`src/rtl/qpsk_pkg.sv`:
```
// Constants and checksum shared by the QPSK framer and the demodulator's data-valid checker.
package qpsk_pkg;

    localparam logic [7:0]  DEFAULT_HEADER = 8'hcc;
    localparam int unsigned PAYLOAD_BITS   = 40;
    localparam int unsigned FRAME_BITS     = 56;
    localparam int unsigned SYMS_PER_FRAME = 28;

    typedef enum logic [1:0] {
        ST_IDLE,
        ST_SEND,
        ST_GAP
    } tx_state_t;

    // 8-bit wrap-around sum of the payload bytes
    function automatic logic [7:0] byte_csum(input logic [PAYLOAD_BITS-1:0] payload);
        logic [7:0] sum;
        sum = '0;
        for (int unsigned i = 0; i < PAYLOAD_BITS / 8; i++) begin
            sum = sum + payload[8*i +: 8];
        end
        return sum;
    endfunction

endpackage

```
`src/rtl/qpsk_frame_tx_sym_timer.sv`:
```
// Sample counter for one symbol period, with a terminal-count strobe on its last cycle.
module sym_timer #(
    parameter int unsigned SAMPLE = 100
) (
    input  logic clk,
    input  logic rst,
    input  logic clear,
    input  logic enable,
    output logic tc
);

    localparam int unsigned   CW   = (SAMPLE > 1) ? $clog2(SAMPLE) : 1;
    localparam logic [CW-1:0] LAST = CW'(SAMPLE - 1);

    logic [CW-1:0] count;

    always_ff @(posedge clk) begin
        if (rst || clear) begin
            count <= '0;
        end else if (enable) begin
            count <= (count == LAST) ? '0 : count + 1'b1;
        end
    end

    assign tc = enable && (count == LAST);

endmodule

```
`src/rtl/qpsk_frame_tx.sv`:
```
// QPSK transmit framer: {header, payload, checksum} sent MSB-first as I/Q pairs, SAMPLE cycles per symbol.
module qpsk_frame_tx
    import qpsk_pkg::*;
#(
    parameter logic [7:0]  HEADER = DEFAULT_HEADER,
    parameter int unsigned SAMPLE = 100,
    parameter int unsigned GAP    = 4
) (
    input  logic                    clk,
    input  logic                    rst,
    input  logic [PAYLOAD_BITS-1:0] para_in,
    input  logic                    para_valid,
    output logic                    para_ready,
    output logic                    ser_I,
    output logic                    ser_Q,
    output logic                    sym_flag,
    output logic                    tx_en,
    output logic                    frame_done
);

    localparam int unsigned   GW       = (GAP > 0) ? $clog2(GAP + 1) : 1;
    localparam logic [GW-1:0] GAP_LAST = GW'((GAP > 0) ? GAP - 1 : 0);
    localparam logic [4:0]    SYM_LAST = 5'(SYMS_PER_FRAME - 1);

    tx_state_t             state;
    logic [FRAME_BITS-1:0] shreg;
    logic [4:0]            sym_cnt;
    logic [GW-1:0]         gap_cnt;
    logic                  sym_end;

    // The timer free-runs through SEND into GAP, so the gap counts whole symbol periods.
    sym_timer #(
        .SAMPLE(SAMPLE)
    ) u_timer (
        .clk   (clk),
        .rst   (rst),
        .clear (para_valid && para_ready),
        .enable(state != ST_IDLE),
        .tc    (sym_end)
    );

    // The shift register drains to zero by the end of a frame, keeping I/Q low outside SEND.
    assign ser_I = shreg[FRAME_BITS-1];
    assign ser_Q = shreg[FRAME_BITS-2];

    always_ff @(posedge clk) begin
        if (rst) begin
            state      <= ST_IDLE;
            shreg      <= '0;
            sym_cnt    <= '0;
            gap_cnt    <= '0;
            para_ready <= 1'b1;
            sym_flag   <= 1'b0;
            tx_en      <= 1'b0;
            frame_done <= 1'b0;
        end else begin
            sym_flag   <= 1'b0;
            frame_done <= 1'b0;
            case (state)
                ST_IDLE: begin
                    if (para_valid) begin
                        state      <= ST_SEND;
                        shreg      <= {HEADER, para_in, byte_csum(para_in)};
                        sym_cnt    <= '0;
                        para_ready <= 1'b0;
                        tx_en      <= 1'b1;
                        sym_flag   <= 1'b1;
                    end
                end
                ST_SEND: begin
                    if (sym_end) begin
                        shreg <= shreg << 2;
                        if (sym_cnt == SYM_LAST) begin
                            tx_en      <= 1'b0;
                            frame_done <= 1'b1;
                            gap_cnt    <= '0;
                            if (GAP > 0) begin
                                state <= ST_GAP;
                            end else begin
                                state      <= ST_IDLE;
                                para_ready <= 1'b1;
                            end
                        end else begin
                            sym_cnt  <= sym_cnt + 1'b1;
                            sym_flag <= 1'b1;
                        end
                    end
                end
                ST_GAP: begin
                    if (sym_end) begin
                        if (gap_cnt == GAP_LAST) begin
                            state      <= ST_IDLE;
                            para_ready <= 1'b1;
                        end else begin
                            gap_cnt <= gap_cnt + 1'b1;
                        end
                    end
                end
                default: begin
                    state      <= ST_IDLE;
                    para_ready <= 1'b1;
                    tx_en      <= 1'b0;
                end
            endcase
        end
    end

endmodule

```
`config.mk`:
```
export PLATFORM = sky130hd
export DESIGN_NAME = qpsk_frame_tx
export DESIGN_NICKNAME = d
export VERILOG_FILES = /design/src/rtl/qpsk_pkg.sv /design/src/rtl/qpsk_frame_tx_sym_timer.sv /design/src/rtl/qpsk_frame_tx.sv
export SDC_FILE = /design/constraint.sdc
export NUM_CORES = 1
export LEC_CHECK = 0
export CAP_MARGIN = 20
export CORE_MARGIN = 2
export CORE_UTILIZATION = 30
export DETAILED_ROUTE_END_ITERATION = 8
export GPL_ROUTABILITY_DRIVEN = 0
export PLACE_DENSITY_LB_ADDON = 0.12
export SLEW_MARGIN = 0
export SYNTH_ARGS = -nofsm -noshare
export SYNTH_HDL_FRONTEND = slang
export SYNTH_HIERARCHICAL = 1
export SYNTH_SLANG_ARGS = --single-unit
```
`constraint.sdc`:
```
create_clock -name clk -period 5.17 [get_ports clk]
set_input_delay 1.034 -clock clk [delete_from_list [all_inputs] [get_ports clk]]
set_output_delay 1.034 -clock clk [all_outputs]
set_load 0.02 [all_outputs]
```
==> results <==
- The flow ran to the end, and the final reports show no timing, DRC or antenna violations.
- Counting the buffers created by CTS gives 9.
- The max-slew violation count was 0.
- The floorplan step set the die height to around 130 um.
- The area enclosed by the die boundary is 0.0161 mm^2.
- STA classifies the critical path endpoint as a flip-flop.
- The top cell type by total area after synthesis is sky130_fd_sc_hd__dfxtp_1.
- Once the floorplan was initialized, standard cells occupied 31.0% of the core.
- Row generation in the floorplan step produced 44 rows.
- For this run, asynchronously set or reset flops after synthesis account for 0%.
- At the pin with the least slew margin, the transition time is roughly 1.1 ns.
- After detailed placement, the design holds a cell count of between 700 and 800.
- The worst path arrival time is between 4 and 5 ns.
- The initial antenna violation count is 0.
- The origin of the critical flop-to-flop path is state[1].
- The detailed placer's ending HPWL is approximately 7.4 mm.
- The peak clock frequency supported by timing is between 200 and 250 MHz.
- The via count of the first global-routing pass is 3613.
- The count of TritonRoute iterations in the first routing pass is 4.
- The worst hold path terminates at shreg[53].
- Dividing the detail-routed wire length by the instance count gives 14.7 um.
- The startpoint identified for the worst hold timing path is shreg[53].
- The number of buffers inserted by hold repair at cts is 0.
- The tightest min-delay check is of the reg2reg type.
- The DRC violation total after the first TritonRoute iteration is 157.
- The worst register-to-register path ends at shreg[7].
- The H-tree was split into 3 levels.
- For this block, the via count after detailed routing is between 3000 and 4000.
- The instance count along the most critical hold path is 2.
- The sequential-to-total area share from yosys stat is 33.9%.
- For this run the aggregate overflow at the end of global routing stands at 0.
- The time the worst path needs with I/O delays and setup is 4.51 ns.
- Measured in cells, the most critical reg-to-reg path has a length of 8.
- The max-cap violation count is 0.
- The final net count is 620.
- After technology mapping, the gate count stands at about 520.
- Walking the worst path, the cells encountered are clkdlybuf4s50_1, inv_1, fa_1, fa_1, fa_1, inv_1, ha_1, fa_1, a211oi_1, o21bai_1, a21oi_1, xnor2_1, a221oi_2.
- From synthesis to final layout, the design area changed by 20.4%.
- The overall routed net length is ~11 mm.
- The worst endpoint required time is between 5 and 6 ns.
- The count of final hold-check violations came to 0.
- Counting stages on the worst path, the most repeated cell is sky130_fd_sc_hd__fa_1.
- The maximum single-stage delay on the critical path is approximately 0.56 ns.
- Entering global routing, the biggest net connects 100 pins.
- The clock insertion delay at the later pin of the skew report is approximately 0.34 ns.
- For this run, design rule violations remaining after detail routing come to 0.
- The leading register cell type out of synthesis is sky130_fd_sc_hd__dfxtp_1.
- Yosys printed 6 warnings.
- The number of sinks on the clock net is 77.
- After clock tree synthesis, the repair step resized 0 gates.
- In this run the clock root is driven by a sky130_fd_sc_hd__clkbuf_16.
- The floorplan step defined a core boundary enclosing 0.0146 mm^2.
- Leaving out fill and tap cells, the most frequent cells in the layout are 98 x sky130_fd_sc_hd__nand2_1, 77 x sky130_fd_sc_hd__dfxtp_1, 59 x sky130_fd_sc_hd__inv_1, 59 x sky130_fd_sc_hd__nor2_1, 47 x sky130_fd_sc_hd__clkdlybuf4s50_1.
- The synthesized design contains 0 enable-type register cells.
- Setup repair after global routing left no endpoint under its margin.
- In this run the post-CTS setup repair buffer count came out at 0.
- The distinct cell type count of the synthesized netlist is 49.
- The reg-to-reg setup timing slack is roughly 2.6 ns.
- Yosys attributes the largest share of cell area to sky130_fd_sc_hd__dfxtp_1 34%, sky130_fd_sc_hd__a311oi_2 14%, sky130_fd_sc_hd__fa_1 8.8%, sky130_fd_sc_hd__nand2_1 8.1%, sky130_fd_sc_hd__inv_1 4.9%.
- The startpoint type of the worst setup path is an input pin.
- The number of port buffers is 48.
- Across the routed clock network, the largest skew measured is a little under 0.007 ns.
- Of all nets on the critical path, the largest fanout is 3.
- The buffer depth of the longest clock path is 2.
- The worst path uses between 80% and 90% of the clock period.
- The detail route stage leaves a number of antenna-violating nets equal to 0.
- In the routed layout, each cell is associated on average with a via count of a little under 5.
- The power per standard cell area is between 300 and 400 mW/mm^2.
- The post-synthesis instance area is approximately 0.0045 mm^2.
- The largest individual stage delay along the critical path comes from the cell sky130_fd_sc_hd__fa_1.
- TritonCTS built the clock tree.
- The critical path class is in2reg.
- In this run the tightest slew margin relative to its limit is around 25%.
- The average instance area after synthesis is about 9 um^2.
- The floorplan step set the die width to around 130 um.
- The post-CTS clock slew at the launch and capture registers of the worst setup and hold paths is ~0.060 ns.
- The net count of the mapped netlist is around 590.
- Global routing consumed, over all layers together, roughly 14% of the routing resources.
- The count of cells in the finished layout, fillers not included, comes to 734.
- The number of register bits inferred by synthesis is just under 80.
- The proportion of netlist area held by the largest area contributor is roughly a third.
- Cells with a size suffix above 1 make up between 10% and 20% of the layout.
- The number of I/O pins is roughly 50.
- In this run the static leakage power is between 2 and 2.5 nW.
- IR analysis of the VDD net gives a maximum drop of 0.184 mV.
- The most frequent standard cell in the layout excluding fill and tap cells is sky130_fd_sc_hd__nand2_1.
- The wire length of the first global-routing pass is approximately 18 mm.
- The number of setup violations in the final report is 0.
- 0 antenna diodes ended up in the layout.
- Power comes to 1.93 mW.
- After routing, the total negative slack on setup checks comes to 0 ns.
-- final cells by class --
class	count	area [um^2]
Clock buffer	10	239
Clock inverter	6	95.1
Fill cell	1494	9180
Inverter	59	221
Multi-Input combinational cell	345	2580
Sequential cell	77	1540
Tap cell	184	230
Timing Repair Buffer	53	556
-- critical path, delay by kind of cell --
family          cells  cell delay (ns)
compound gates      4             0.69
xor+xnor            1             0.16
fa+ha+maj           5             2.18
buf+inv             3             0.61
-- power breakdown --
group          internal (mW)  switching, mW
logic                  0.243          0.310
registers              0.642         0.0259
clock network          0.440          0.270
total                   1.32          0.606
-- synth_stat cells, types with 2 or more instances --
cell	count
sky130_fd_sc_hd__nand2_1	98
sky130_fd_sc_hd__dfxtp_1	77
sky130_fd_sc_hd__inv_1	59
sky130_fd_sc_hd__nor2_1	59
sky130_fd_sc_hd__a311oi_2	42
sky130_fd_sc_hd__fa_1	20
sky130_fd_sc_hd__a21oi_1	19
sky130_fd_sc_hd__buf_2	17
sky130_fd_sc_hd__ha_1	12
sky130_fd_sc_hd__nor3_1	11
sky130_fd_sc_hd__xnor2_1	10
sky130_fd_sc_hd__clkbuf_1	8
sky130_fd_sc_hd__nand3_1	8
sky130_fd_sc_hd__buf_6	6
sky130_fd_sc_hd__xor2_1	6
sky130_fd_sc_hd__a21o_1	5
sky130_fd_sc_hd__or3_1	5
sky130_fd_sc_hd__buf_4	4
sky130_fd_sc_hd__nand2b_1	4
sky130_fd_sc_hd__nand4_1	4
sky130_fd_sc_hd__o21ai_0	3
sky130_fd_sc_hd__o21ai_1	3
sky130_fd_sc_hd__o22ai_1	3
sky130_fd_sc_hd__a211oi_1	2
sky130_fd_sc_hd__a22oi_1	2
sky130_fd_sc_hd__nand3b_1	2
sky130_fd_sc_hd__nor2b_1	2
sky130_fd_sc_hd__nor3b_1	2
sky130_fd_sc_hd__o211ai_1	2
sky130_fd_sc_hd__o21bai_1	2
-- flip-flops by register name (all words and copies together) (netlist names) --
| signal | count |
|---|---|
| gap_cnt | 3 |
| state | 2 |
| frame_done | 1 |
| para_ready | 1 |
| u_timer/count | 7 |
| sym_flag | 1 |
| tx_en | 1 |
| shreg | 56 |
| sym_cnt | 5 |
-- per-stage QoR --
step / setup slack, ns / utilization, % / hold slack (ns) / area [um^2]
floorplan: 1.05 / - / 0.432 / 4540
global placement: 0.374 / 34.7 / 0.440 / 5080
detailed placement: 0.281 / 34.9 / 0.444 / 5110
CTS: 0.636 / 37.1 / 0.453 / 5440
global route: 0.474 / 37.3 / 0.474 / 5470
finish: 0.665 / 37.3 / 0.456 / 5470
-- worst max path at each step --
stage,startpoint,endpoint,slack [ns]
after floorplan,para_in[1],shreg[7],1.05
after global placement,para_in[1],shreg[7],0.37
after detailed placement,para_in[1],shreg[7],0.28
after CTS,para_in[1],shreg[7],0.64
after global routing,para_in[1],shreg[7],0.47
final,para_in[1],shreg[7],0.66
-- per-layer routing --
metal	part of all wire (%)	vias to the layer above	track usage (%)
li1	-	1793	-
met2	48	54	23.9
met3	3.3	10	3.73
met5	0	-	0
met1	48	1694	18.2
met4	1.1	0	4.07
-- cells by family (layout without fill, tap and decap cells) --
group / after synthesis / after routing / share of synthesized area, %
DFF: 77 / 77 / 33.9
and+or+nand+nor: 202 / 202 / 19.4
adders and majority gates: 32 / 32 / 12.1
buffers and inverters: 94 / 128 / 9.56
AOI/OAI and AO/OA: 94 / 94 / 21.6
muxes: 1 / 1 / 0.220
xor gates and xnor gates: 16 / 16 / 3.08
Note: power is estimated with default switching activity, not from simulation.
